`config.mk`:
```
export PLATFORM = sky130hd
export DESIGN_NAME = spi_slave
export DESIGN_NICKNAME = d
export VERILOG_FILES = /design/src/rtl/spi_slave.sv
export SDC_FILE = /design/constraint.sdc
export NUM_CORES = 1
export LEC_CHECK = 0
export ABC_AREA = 1
export BUFFER_PORTS_ARGS = -buffer_cell sky130_fd_sc_hd__buf_2
export CAP_MARGIN = 0
export CORE_ASPECT_RATIO = 1.25
export CORE_MARGIN = 2
export CORE_UTILIZATION = 60
export CTS_CLUSTER_DIAMETER = 50
export CTS_CLUSTER_SIZE = 16
export DETAILED_ROUTE_END_ITERATION = 6
export GPL_TIMING_DRIVEN = 0
export PLACE_DENSITY_LB_ADDON = 0.08
export SYNTH_ARGS = -nofsm -noshare
export SYNTH_HDL_FRONTEND = slang
export SYNTH_SLANG_ARGS = --single-unit
```
`constraint.sdc`:
```
create_clock -name clk_in -period 2.9 [get_ports clk_in]
set_clock_uncertainty 0.05 [all_clocks]
set_input_delay 0.435 -clock clk_in [delete_from_list [all_inputs] [get_ports clk_in]]
set_output_delay 0.435 -clock clk_in [all_outputs]
set_load 0.02 [all_outputs]
```
`src/rtl/spi_slave.sv`:
```
// SPI slave, modes 0-3, MSB/LSB first, single-byte tx/rx buffers with overrun flag.
// Latency: rx_full_out rises SYNC_STAGES+2 clk_in cycles after the 8th sample edge; no backpressure.
module spi_slave #(
  parameter int SYNC_STAGES = 2
) (
  input  logic       clk_in,
  input  logic       rstn_in,
  input  logic       spe_in,
  input  logic       cpol_in,
  input  logic       cpha_in,
  input  logic       lsbfe_in,
  input  logic [7:0] tx_data_in,
  input  logic       tx_load_in,
  output logic       tx_empty_out,
  output logic [7:0] rx_data_out,
  output logic       rx_full_out,
  input  logic       rx_read_in,
  output logic       overrun_out,
  output logic       busy_out,
  input  logic       sck_in,
  input  logic       ss_in,
  input  logic       mosi_in,
  output logic       miso_out,
  output logic       miso_oe_out
);

  typedef enum logic [1:0] {ST_DISABLE, ST_IDLE, ST_SHIFT, ST_DONE} state_t;

  logic [SYNC_STAGES-1:0] sck_sync_q, ss_sync_q, mosi_sync_q;
  logic                   sck_prev_q, ss_prev_q;
  state_t                 state_q, state_d;
  logic [3:0]             cnt_q, cnt_d;
  logic [7:0]             tx_buf_q, tx_buf_d, tx_sr_q, tx_sr_d, rx_sr_q, rx_sr_d, rx_data_q, rx_data_d;
  logic                   tx_empty_q, tx_empty_d, rx_full_q, rx_full_d, ovr_q, ovr_d;
  logic                   cpol_q, cpol_d, cpha_q, cpha_d, lsbfe_q, lsbfe_d, armed_q, armed_d;
  logic                   sck_s, ss_s, mosi_s, sck_chg, lead_edge, trail_edge;
  logic                   sample_edge, shift_edge, ss_fall, ss_rise, load_sr;

  always_ff @(posedge clk_in or negedge rstn_in) begin
    if (!rstn_in) begin
      sck_sync_q  <= '0;
      ss_sync_q   <= '1;
      mosi_sync_q <= '0;
      sck_prev_q  <= 1'b0;
      ss_prev_q   <= 1'b1;
    end else begin
      sck_sync_q  <= {sck_sync_q[SYNC_STAGES-2:0], sck_in};
      ss_sync_q   <= {ss_sync_q[SYNC_STAGES-2:0], ss_in};
      mosi_sync_q <= {mosi_sync_q[SYNC_STAGES-2:0], mosi_in};
      sck_prev_q  <= sck_s;
      ss_prev_q   <= ss_s;
    end
  end

  assign sck_s       = sck_sync_q[SYNC_STAGES-1];
  assign ss_s        = ss_sync_q[SYNC_STAGES-1];
  assign mosi_s      = mosi_sync_q[SYNC_STAGES-1];
  assign sck_chg     = sck_s ^ sck_prev_q;
  assign lead_edge   = sck_chg & (sck_s != cpol_q);
  assign trail_edge  = sck_chg & (sck_s == cpol_q);
  assign sample_edge = cpha_q ? trail_edge : lead_edge;
  assign shift_edge  = cpha_q ? lead_edge : trail_edge;
  assign ss_fall     = ss_prev_q & ~ss_s;
  assign ss_rise     = ~ss_prev_q & ss_s;

  always_comb begin
    state_d    = state_q;
    cnt_d      = cnt_q;
    tx_buf_d   = tx_buf_q;
    tx_empty_d = tx_empty_q;
    tx_sr_d    = tx_sr_q;
    rx_sr_d    = rx_sr_q;
    rx_data_d  = rx_data_q;
    rx_full_d  = rx_full_q;
    ovr_d      = ovr_q;
    cpol_d     = cpol_q;
    cpha_d     = cpha_q;
    lsbfe_d    = lsbfe_q;
    armed_d    = 1'b0;
    load_sr    = 1'b0;
    if (rx_read_in) rx_full_d = 1'b0;
    if (tx_load_in) begin
      tx_buf_d   = tx_data_in;
      tx_empty_d = 1'b0;
    end
    case (state_q)
      ST_DISABLE: begin
        rx_full_d  = 1'b0;
        ovr_d      = 1'b0;
        cnt_d      = 4'd0;
        tx_empty_d = 1'b1;
        if (spe_in) state_d = ST_IDLE;
      end
      ST_IDLE: begin
        cpol_d  = cpol_in;
        cpha_d  = cpha_in;
        lsbfe_d = lsbfe_in;
        // Only a falling edge after ss has been seen settled high starts a frame,
        // so a stale synchronizer after reset/enable cannot fake one.
        armed_d = armed_q | ((&ss_sync_q) & ss_prev_q);
        if (armed_q && ss_fall) begin
          state_d = ST_SHIFT;
          cnt_d   = 4'd0;
          load_sr = 1'b1;
        end
      end
      ST_SHIFT: begin
        if (ss_rise) begin
          state_d = ST_IDLE;
          cnt_d   = 4'd0;
        end else begin
          // The first shift-edge of a byte (count still 0) keeps bit 0 on the line.
          if (shift_edge && cnt_q != 4'd0)
            tx_sr_d = lsbfe_q ? {1'b0, tx_sr_q[7:1]} : {tx_sr_q[6:0], 1'b0};
          if (sample_edge) begin
            rx_sr_d = lsbfe_q ? {mosi_s, rx_sr_q[7:1]} : {rx_sr_q[6:0], mosi_s};
            if (cnt_q == 4'd7) begin
              cnt_d   = 4'd0;
              state_d = ST_DONE;
            end else begin
              cnt_d = cnt_q + 4'd1;
            end
          end
        end
      end
      ST_DONE: begin
        if (rx_full_q && !rx_read_in) begin
          ovr_d = 1'b1;
        end else begin
          rx_data_d = rx_sr_q;
          rx_full_d = 1'b1;
        end
        if (!ss_s) begin
          state_d = ST_SHIFT;
          load_sr = 1'b1;
        end else begin
          state_d = ST_IDLE;
        end
      end
      default: state_d = ST_DISABLE;
    endcase
    if (load_sr) begin
      tx_sr_d = tx_empty_q ? 8'hFF : tx_buf_q;
      if (!tx_load_in) tx_empty_d = 1'b1;
    end
    if (!spe_in) state_d = ST_DISABLE;
  end

  always_ff @(posedge clk_in or negedge rstn_in) begin
    if (!rstn_in) begin
      state_q    <= ST_DISABLE;
      cnt_q      <= 4'd0;
      tx_buf_q   <= 8'h00;
      tx_empty_q <= 1'b1;
      tx_sr_q    <= 8'h00;
      rx_sr_q    <= 8'h00;
      rx_data_q  <= 8'h00;
      rx_full_q  <= 1'b0;
      ovr_q      <= 1'b0;
      cpol_q     <= 1'b0;
      cpha_q     <= 1'b0;
      lsbfe_q    <= 1'b0;
      armed_q    <= 1'b0;
    end else begin
      state_q    <= state_d;
      cnt_q      <= cnt_d;
      tx_buf_q   <= tx_buf_d;
      tx_empty_q <= tx_empty_d;
      tx_sr_q    <= tx_sr_d;
      rx_sr_q    <= rx_sr_d;
      rx_data_q  <= rx_data_d;
      rx_full_q  <= rx_full_d;
      ovr_q      <= ovr_d;
      cpol_q     <= cpol_d;
      cpha_q     <= cpha_d;
      lsbfe_q    <= lsbfe_d;
      armed_q    <= armed_d;
    end
  end

  assign miso_oe_out  = spe_in & ~ss_s & ((state_q == ST_SHIFT) | (state_q == ST_DONE));
  assign miso_out     = miso_oe_out & (lsbfe_q ? tx_sr_q[0] : tx_sr_q[7]);
  assign busy_out     = (state_q == ST_SHIFT);
  assign tx_empty_out = tx_empty_q;
  assign rx_data_out  = rx_data_q;
  assign rx_full_out  = rx_full_q;
  assign overrun_out  = ovr_q;

endmodule

```
==> flow_metrics.py, run 1 <==
metrics = {
    "worst_hold_path": {
        "holdCritPathClass": "in2reg",
    },
    "yosys": {
        "synth_area_per_cell_um2": 8.55,
        "ys_warn_count": 0,
        "synthMostInstantiatedCell": "nand2_1",
        "synth_area_um2": 2680,
        "synth_edf_count": 0,
        "synth.largest_area_cell": "dfrtp_1",
        "synth_ff_type": "dfrtp_1",
        "synth_cell_types": 30,
        "synth_area_leaders": "dfrtp_1 46%, nand2_1 16%, o21ai_0 6.9%",
        "synth_seq_cells": 53,
        "netlist_instances": 313,
        "syn_nets": 340,
        "yosys-top-cells-count": "112 x nand2_1, 49 x dfrtp_1, 37 x o21ai_0",
        "yosysTopAreaCellShare_pct": 45.8,
        "async_reset_ff_share_pct": 100,
        "ys_seq_area_share_pct": 49.7,
    },
    "timing": {
        "worstMarginPinSlew_ns": 1.14,
        "post-route-period-util_pct": 80.2,
        "rsz0062_at_grt": "false",
        "setup_violations": 0,
        "drv_slew": 0,
        "tns_ns": 0,
        "slew_headroom_pct": 24.3,
        "max_freq_mhz": 430,
        "hold_violations": 0,
        "hold_ws_ns": 0.164,
        "min_period_ns": 2.33,
    },
    "clocking": {
        "cts_tree": "yes",
        "cts_buffer_depth": 2,
        "hold_buffers": 0,
        "numCtsBuffers": 5,
        "cts_root_buf": "clkbuf_8",
        "post-cts-setup-buffer-count": 0,
        "cts.sinks": 53,
        "clk_latency_ns": 0.31,
        "htree_levels": 2,
        "cts.repair.resized": 0,
        "clk_pin_slew_worst_paths_ns": 0.09,
    },
    "floorplanning": {
        "die_w_um": 63.7,
        "num_rows": 27,
        "pin_count": 33,
        "die_area_um2": 5010,
        "die_y_um": 78.7,
        "start_util_pct": 61.4,
        "coreArea_um2": 4360,
    },
    "setup_path": {
        "cp.required_ns": 2.41,
        "worstSetupPathType": "reg2out",
        "crit_chain": "inv_1, ha_1, o21ai_0, a211oi_1, buf_2",
        "crit_family": "flip-flops",
        "reg2reg_depth": 10,
        "regToRegSetupSlack_ns": 0.95,
        "cp.depth": 5,
        "endpoint": "miso_out",
        "crit_path_top_delay_cell": "dfrtp_1",
        "worstPathMaxFanout": 7,
        "slowest_delay_ns": 0.47,
        "critPathArrivalTime_ns": 1.84,
        "cp-startpoint": "state_q[0]",
        "cp-end-kind": "output port",
        "r2r-start": "state_q[1]",
        "cp-start-kind": "flip-flop",
        "regToRegEndpoint": "tx_sr_q[7]",
        "worst-path-buf-inv": 2,
    },
    "finish": {
        "antennaDiodeCount": 0,
        "n_fill_cell": 369,
        "seq_area_um2": 1330,
        "final_cell_area_um2": 3000,
        "syn2layout_area_growth_pct": 12.1,
        "drive_gt1_share_pct": 23.3,
        "multiInputGateArea_um2": 1180,
        "nNetsFinal": 378,
    },
    "grt": {
        "grt_util_all_layers_pct": 23.4,
        "grt_max_degree": 54,
        "gr-total-overflow": 0,
        "antenna_found_initial": 0,
        "grt_pass1_wl_um": 9140,
        "grt_pass1_vias": 2051,
    },
    "route": {
        "dr.pass1.iters": 4,
        "num_vias": 2144,
        "drc": 0,
        "ant_nets": 0,
        "dr_wl_met3_um": 137,
        "drtIter0Drc": 102,
        "viasPerCell": 5.23,
        "detail_route.wl_per_cell_um": 12.8,
        "routed_wl_um": 5270,
        "wl_met1_um": 2320,
        "top_layer_used": "met4",
        "dr_wl_met2_um": 2730,
    },
    "flow_run": {
        "drv_cap": 0,
    },
    "power_and_ir_drop": {
        "leakage_nw": 1.56,
        "ir_drop_uv": 417,
        "p_per_area_nw_per_um2": 795,
    },
    "placed_design": {
        "placed_area_um2": 2900,
        "io_buffers": 31,
        "gp_congestion": 0.879,
        "place_hpwl_um": 3800,
    },
    "status": {
        "status": "completed",
    },
}
routing by layer:
metal | vias up | global-route usage [%]
li1 | 1086 | -
met1 | 1021 | 29.0
met2 | 29 | 40.6
met3 | 8 | 4.44
met4 | 0 | 8.48
met5 | - | 0
logic make-up (layout without fill, tap and decap cells):
| family | after synthesis | after routing | synth area share (%) |
|---|---|---|---|
| compound gates | 52 | 52 | 11.2 |
| xor+xnor | 1 | 1 | 0.327 |
| fa+ha+maj | 8 | 8 | 3.74 |
| buf+inv | 35 | 74 | 6.03 |
| flops | 53 | 53 | 49.7 |
| mux | 8 | 8 | 3.37 |
| simple gates | 156 | 156 | 25.6 |
flip-flops by register name, summed over array words and instances, names as in the netlist:
name / cells
overrun_out: 1
cpha_q: 1
rx_data_out: 8
lsbfe_q: 1
mosi_sync_q: 2
tx_buf_q: 8
armed_q: 1
sck_sync_q: 2
ss_sync_q: 2
ss_prev_q: 1
tx_sr_q: 8
sck_prev_q: 1
cnt_q: 4
rx_sr_q: 8
cpol_q: 1
state_q: 2
rx_full_out: 1
tx_empty_out: 1
layout make-up:
class                           instances  area share [%]
Buffer                                  8            2.00
Clock buffer                            6            2.75
Clock inverter                          2           0.459
Inverter                               27            3.38
Multi-Input combinational cell        225            39.4
Sequential cell                        53            44.4
Tap cell                               58            2.42
Timing Repair Buffer                   31            5.17
worst min-delay path by stage:
stage / from / endpoint / depth (start not counted) / slack (ns)
global placement: mosi_sync_q[0] / mosi_sync_q[1] / 0 / 0.28
detailed placement: mosi_sync_q[0] / mosi_sync_q[1] / 0 / 0.28
floorplan: rstn_in / armed_q / 0 / 0.09
finish: ss_in / ss_sync_q[0] / 1 / 0.16
CTS: ss_in / ss_sync_q[0] / 1 / 0.15
global route: ss_in / ss_sync_q[0] / 1 / 0.15
layout by cell type (no fill, tap or decap), drive strengths merged, types with 2 or more instances in the layout:
master / instances
buf: 36
inv: 27
nand3: 18
ha: 8
dfstp: 4
clkbuf: 9
nor2: 12
mux2: 8
nand4: 5
o21ai: 45
dfrtp: 49
a21oi: 4
nand2: 120
clkinv: 2
worst register-to-register path: stages, from the launching register on:
cell and delay [ns]:
dfrtp_1 0.47, inv_1 0.17, ha_1 0.16, buf_4 0.16
nand4_1 0.13, nand2_1 0.16, inv_2 0.10, nand2_2 0.19
nand2_4 0.12, nand2_1 0.09, nand2_1 0.05
power by group:
group          internal [mW]  switching, mW
registers              0.919          0.146
clock network          0.194          0.243
logic                  0.305          0.579
total                   1.42          0.967
metrics by stage:
stage	utilization (%)	power, mW	setup slack, ns	instances
final	68.8	2.39	0.575	410
after global routing	68.8	2.58	0.470	410
after CTS	68.8	2.40	0.599	410
after detailed placement	66.6	1.96	0.961	402
after global placement	66.6	1.93	0.967	402
after floorplan	-	1.72	0.845	313
(Power assumes the default switching activity.)
==> run 2: changes to the inputs <==
Settings changed: CORE_UTILIZATION 60 to 52.
Clock period 2.9 ns to 2.1 ns, I/O delays scaled along.
==> run 2 against run 1 <==
- via count fell by 2.1%
- clock power is 37% higher
- count of clock-buffer cells in the layout shrank 1
- wire length down 4.0%
- setup slack got worse by 0.49 ns
- highest routed layer unchanged
- register-to-register slack worse by 0.75 ns
- critical path type unchanged
- flip-flop and latch count did not move
==> flow_metrics.py, run 2 (synthesized netlist as in run 1, its figures left out) <==
metrics = {
    "grt": {
        "grt_pass1_vias": 1983,
        "grt_pass1_wl_um": 8670,
        "grt_util_all_layers_pct": 19.7,
        "antenna_found_initial": 0,
        "grt_max_degree": 54,
        "gr-total-overflow": 0,
    },
    "placed_design": {
        "placed_area_um2": 2910,
        "io_buffers": 31,
        "gp_congestion": 0.797,
        "place_hpwl_um": 3750,
    },
    "finish": {
        "layout_common_cells": "112 x nand2_1, 48 x dfrtp_1, 37 x o21ai_0, 33 x buf_2, 22 x inv_1",
        "n_fill_cell": 467,
        "nNetsFinal": 378,
        "fin_util_pct": 60.2,
        "layout_commonest_cell": "nand2_1",
        "final_cell_area_um2": 3020,
        "antennaDiodeCount": 0,
        "drive_gt1_share_pct": 25.0,
        "syn2layout_area_growth_pct": 12.7,
    },
    "clocking": {
        "cts_root_buf": "clkbuf_8",
        "cts.sinks": 53,
        "cts_tree": "yes",
        "post-cts-setup-buffer-count": 0,
        "numCtsBuffers": 5,
        "clk_latency_ns": 0.31,
        "htree_levels": 2,
        "cts_buffer_depth": 2,
        "clk_pin_slew_worst_paths_ns": 0.10,
    },
    "route": {
        "ant_nets": 0,
        "detail_route.wl_per_cell_um": 12.2,
        "drc": 0,
        "drtIter0Drc": 93,
        "dr.pass1.iters": 4,
        "viasPerCell": 5.07,
        "num_vias": 2098,
        "routed_wl_um": 5060,
    },
    "setup_path": {
        "worstPathMaxFanout": 7,
        "crit_chain": "inv_2, ha_2, o21ai_0, a211oi_2, buf_2",
        "crit_path_top_delay_cell": "dfrtp_2",
        "cp-start-kind": "flip-flop",
        "slowest_delay_ns": 0.47,
        "cp-end-kind": "output port",
        "critPathArrivalTime_ns": 1.65,
        "cp.required_ns": 1.74,
        "regToRegSetupSlack_ns": 0.20,
        "worstSetupPathType": "reg2out",
    },
    "timing": {
        "worstMarginPinSlew_ns": 1.15,
        "slew_headroom_pct": 23.5,
        "min_period_ns": 2.02,
        "setup_violations": 0,
        "drv_slew": 0,
        "post-route-period-util_pct": 96.1,
        "tns_ns": 0,
        "hold_violations": 0,
        "max_freq_mhz": 496,
        "rsz0062_at_grt": "false",
    },
    "floorplanning": {
        "coreArea_um2": 5010,
        "start_util_pct": 53.4,
        "num_rows": 29,
        "die_w_um": 68.2,
        "die_area_um2": 5740,
        "pin_count": 33,
        "die_y_um": 84.2,
    },
    "power_and_ir_drop": {
        "ir_drop_uv": 582,
        "leakage_nw": 1.55,
        "p_per_area_nw_per_um2": 1090,
    },
    "worst_hold_path": {
        "holdCritPathClass": "in2reg",
    },
    "status": {
        "status": "completed",
    },
    "flow_run": {
        "drv_cap": 0,
    },
}
==> run 2: cell types whose count changed in the layout (fill, tap and decap cells not counted), sizes merged <==
cell / change
clkbuf: -1
clkinv: -2
clkinvlp: +2
inv: +1
==> run 2: final timing paths <==
check | start | to | depth (start not counted)
hold reg to reg | mosi_sync_q[0] | mosi_sync_q[1] | 0
min in group asynchronous | rstn_in | sck_prev_q | 1
hold / removal | ss_in | ss_sync_q[0] | 1
setup / recovery | state_q[0] | miso_out | 5
setup reg to reg | state_q[1] | tx_sr_q[2] | 10
max in group asynchronous | rstn_in | state_q[0] | 1
==> run 2: stage by stage <==
| stage | total power, mW | setup slack, ns | hold WS [ns] | instances |
|---|---|---|---|---|
| 2_1_floorplan | 2.38 | 0.165 | -0.0306 | 313 |
| 5_1_grt | 3.56 | 0.0127 | 0.0277 | 414 |
| 4_1_cts | 3.32 | 0.00365 | 0.0348 | 414 |
| 3_3_place_gp | 2.68 | 0.230 | 0.285 | 406 |
| 6_report | 3.28 | 0.0828 | 0.0459 | 414 |
| 3_5_place_dp | 2.70 | 0.212 | 0.286 | 406 |
==> run 2: what timing repair did <==
| item | CTS | global route |
|---|---|---|
| setup endpoints to repair | 1 | 2 |
| endpoints found under the hold margin | 0 | 0 |
| gates resized for setup | 3 | 4 |
| hold buffers | 0 | 0 |
==> run 2: worst max-delay path, delay by kind of cell, from the launching register on <==
| kind | cells | cell delay (ns) |
|---|---|---|
| DFF | 1 | 0.47 |
| adders and majority gates | 1 | 0.21 |
| AOI/OAI and AO/OA | 2 | 0.33 |
| buffers and inverters | 2 | 0.32 |
==> run 2: power breakdown <==
group	switching (mW)	internal [mW]	leakage, nW
Clock	0.356	0.243	0.0423
Sequential	0.196	1.27	0.682
Combinational	0.785	0.427	0.824
Total	1.34	1.94	1.55
==> run 2: final cells by class <==
cell class	instances	area [um^2]	area share, %
Sequential cell	53	1330	44.2
Multi-Input combinational cell	225	1190	39.6
Tap cell	62	77.6	2.57
Timing Repair Buffer	31	155	5.14
Clock buffer	5	68.8	2.28
Inverter	27	101	3.36
Clock inverter	3	26.3	0.871
Buffer	8	61.3	2.03
==> run 2: metal layers <==
| metal | vias up | global-route usage, % | part of all wire, % |
|---|---|---|---|
| met5 | - | 0 | 0 |
| met4 | 0 | 5.45 | 1.2 |
| met3 | 6 | 4.02 | 2.7 |
| met2 | 22 | 33.5 | 51 |
| met1 | 987 | 25.2 | 45 |
| li1 | 1083 | - | - |
==> run 3: changes to the inputs <==
Settings changed: CORE_MARGIN 2 to 1.
==> run 3 against run 2 <==
- design area rose by 0.95%
- cell count fell by 0.24%
- hold slack improved by 0.0029 ns
- count of clock-buffer cells in the layout rose by 1
- sequential share of layout area fell by 0.38 points
- wire length rose by 3.1%
- largest cell class unchanged
- largest power group unchanged
==> flow_metrics.py, run 3 (synthesized netlist as in run 1, its figures left out) <==
metrics = {
    "status": {
        "status": "completed",
    },
    "clocking": {
        "htree_levels": 2,
        "cts.sinks": 53,
        "cts_root_buf": "clkbuf_8",
        "clk_pin_slew_worst_paths_ns": 0.10,
        "cts_tree": "yes",
        "numCtsBuffers": 5,
        "clk_latency_ns": 0.31,
        "cts_buffer_depth": 2,
    },
    "timing": {
        "tns_ns": 0,
        "drv_slew": 0,
        "min_period_ns": 2.01,
        "post-route-period-util_pct": 95.5,
        "hold_violations": 0,
        "slew_headroom_pct": 22.5,
        "rsz0062_at_grt": "false",
        "setup_violations": 0,
        "fin_ws_ns": 0.0940,
        "hold_ws_ns": 0.0488,
        "worstMarginPinSlew_ns": 1.16,
        "max_freq_mhz": 499,
    },
    "setup_path": {
        "regToRegEndpoint": "tx_sr_q[1]",
        "crit_family": "flip-flops",
        "reg2reg_depth": 10,
        "cp-start-kind": "flip-flop",
        "worstPathMaxFanout": 5,
        "crit_chain": "inv_4, ha_2, o21ai_0, a211oi_1, buf_2",
        "worstSetupPathType": "reg2out",
        "critPathArrivalTime_ns": 1.64,
        "cp.required_ns": 1.74,
        "cp-end-kind": "output port",
        "worst-path-buf-inv": 2,
        "regToRegSetupSlack_ns": 0.21,
        "r2r-start": "state_q[1]",
        "slowest_delay_ns": 0.46,
        "crit_path_top_delay_cell": "dfrtp_2",
    },
    "route": {
        "viasPerCell": 5.15,
        "drtIter0Drc": 63,
        "dr.pass1.iters": 4,
        "routed_wl_um": 5210,
        "ant_nets": 0,
        "detail_route.wl_per_cell_um": 12.6,
        "drc": 0,
        "num_vias": 2126,
    },
    "power_and_ir_drop": {
        "ir_drop_uv": 689,
        "combPwrFrac_pct": 36.2,
        "p_int_mw": 2.10,
        "leakage_nw": 1.57,
        "pwr-share-seq_pct": 42.6,
        "swShare_pct": 39.1,
        "switchingPower_mw": 1.35,
        "p_clk_share_pct": 21.2,
        "p_per_area_nw_per_um2": 1130,
    },
    "grt": {
        "gr-total-overflow": 0,
        "grt_pass1_wl_um": 8870,
        "grt_pass1_vias": 1961,
        "antenna_found_initial": 0,
        "grt_util_all_layers_pct": 21.6,
        "grt_max_degree": 54,
    },
    "finish": {
        "fin_util_pct": 63.0,
        "syn2layout_area_growth_pct": 13.8,
        "drive_gt1_share_pct": 25.2,
        "final_cells": 413,
        "nNetsFinal": 379,
        "antennaDiodeCount": 0,
        "layout_commonest_cell": "nand2_1",
        "layout_common_cells": "112 x nand2_1, 47 x dfrtp_1, 37 x o21ai_0, 33 x buf_2, 22 x inv_1",
    },
    "floorplanning": {
        "die_area_um2": 5440,
        "num_rows": 28,
        "start_util_pct": 55.4,
        "coreArea_um2": 4830,
        "die_y_um": 82.2,
        "die_w_um": 66.2,
        "pin_count": 33,
    },
    "worst_hold_path": {
        "holdCritStartpoint": "ss_in",
        "hold_depth": 1,
        "holdCritPathClass": "in2reg",
        "hold_path_end": "ss_sync_q[0]",
    },
    "placed_design": {
        "place_hpwl_um": 3750,
        "post-place-ws_ns": 0.208,
        "gp_congestion": 0.832,
        "dp_cells": 404,
        "io_buffers": 31,
    },
    "flow_run": {
        "drv_cap": 0,
    },
}
[run 3: cell types whose count changed in the layout (fill, tap and decap cells not counted), sizes merged]
cell / delta
inv: -1
bufinv: +1
clkbuf: +1
clkinvlp: -1
buf: +1
[run 3: cell type report]
cell class / count / area [um^2]
plain buffers: 8 / 61.3
clock buffers: 6 / 82.6
clock inverters: 2 / 37.5
fillers: 453 / 1790
inverters: 27 / 104
multi-input cells: 225 / 1190
flip-flops and latches: 53 / 1330
well taps: 60 / 75.1
repair buffers: 32 / 163
[run 3: power by group through the flow]
stage               sequential [mW]  clock, mW  combinational, mW
CTS                            1.48      0.744               1.23
detailed placement             1.49          0               1.23
global route                   1.51      0.774               1.43
finish                         1.47      0.731               1.25
floorplan                      1.50          0              0.871
global placement               1.48          0               1.20
[run 3: how the worst max path moves through the flow]
stage	end	depth (start not counted)	startpoint
4_1_cts	miso_out	4	lsbfe_q
2_1_floorplan	miso_out	4	state_q[0]
6_report	miso_out	5	state_q[0]
3_3_place_gp	tx_sr_q[2]	10	state_q[1]
3_5_place_dp	tx_sr_q[1]	10	state_q[1]
5_1_grt	miso_out	5	state_q[0]
[run 3: through the flow]
stage                     area [um^2]  power (mW)
after floorplan                  2680        2.38
after global placement           2910        2.68
after detailed placement         2910        2.72
after CTS                        3030        3.45
after global routing             3050        3.72
final                            3050        3.45
[run 3: repair_timing]
action / CTS / global route
resized for setup: 3 / 5
pin swaps: 0 / 1
setup buffers: 0 / 1
hold buffers: 0 / 0
endpoints found under the setup margin: 1 / 1
[run 3: layer usage]
metal | global-route usage [%] | share of wire, % | vias up | routed length [um]
met5 | 0 | 0 | - | 0
met4 | 5.96 | 1.1 | 0 | 59
met3 | 3.71 | 2.3 | 6 | 119
met2 | 37.9 | 51 | 25 | 2660
met1 | 27.5 | 46 | 1006 | 2380
li1 | - | - | 1089 | -
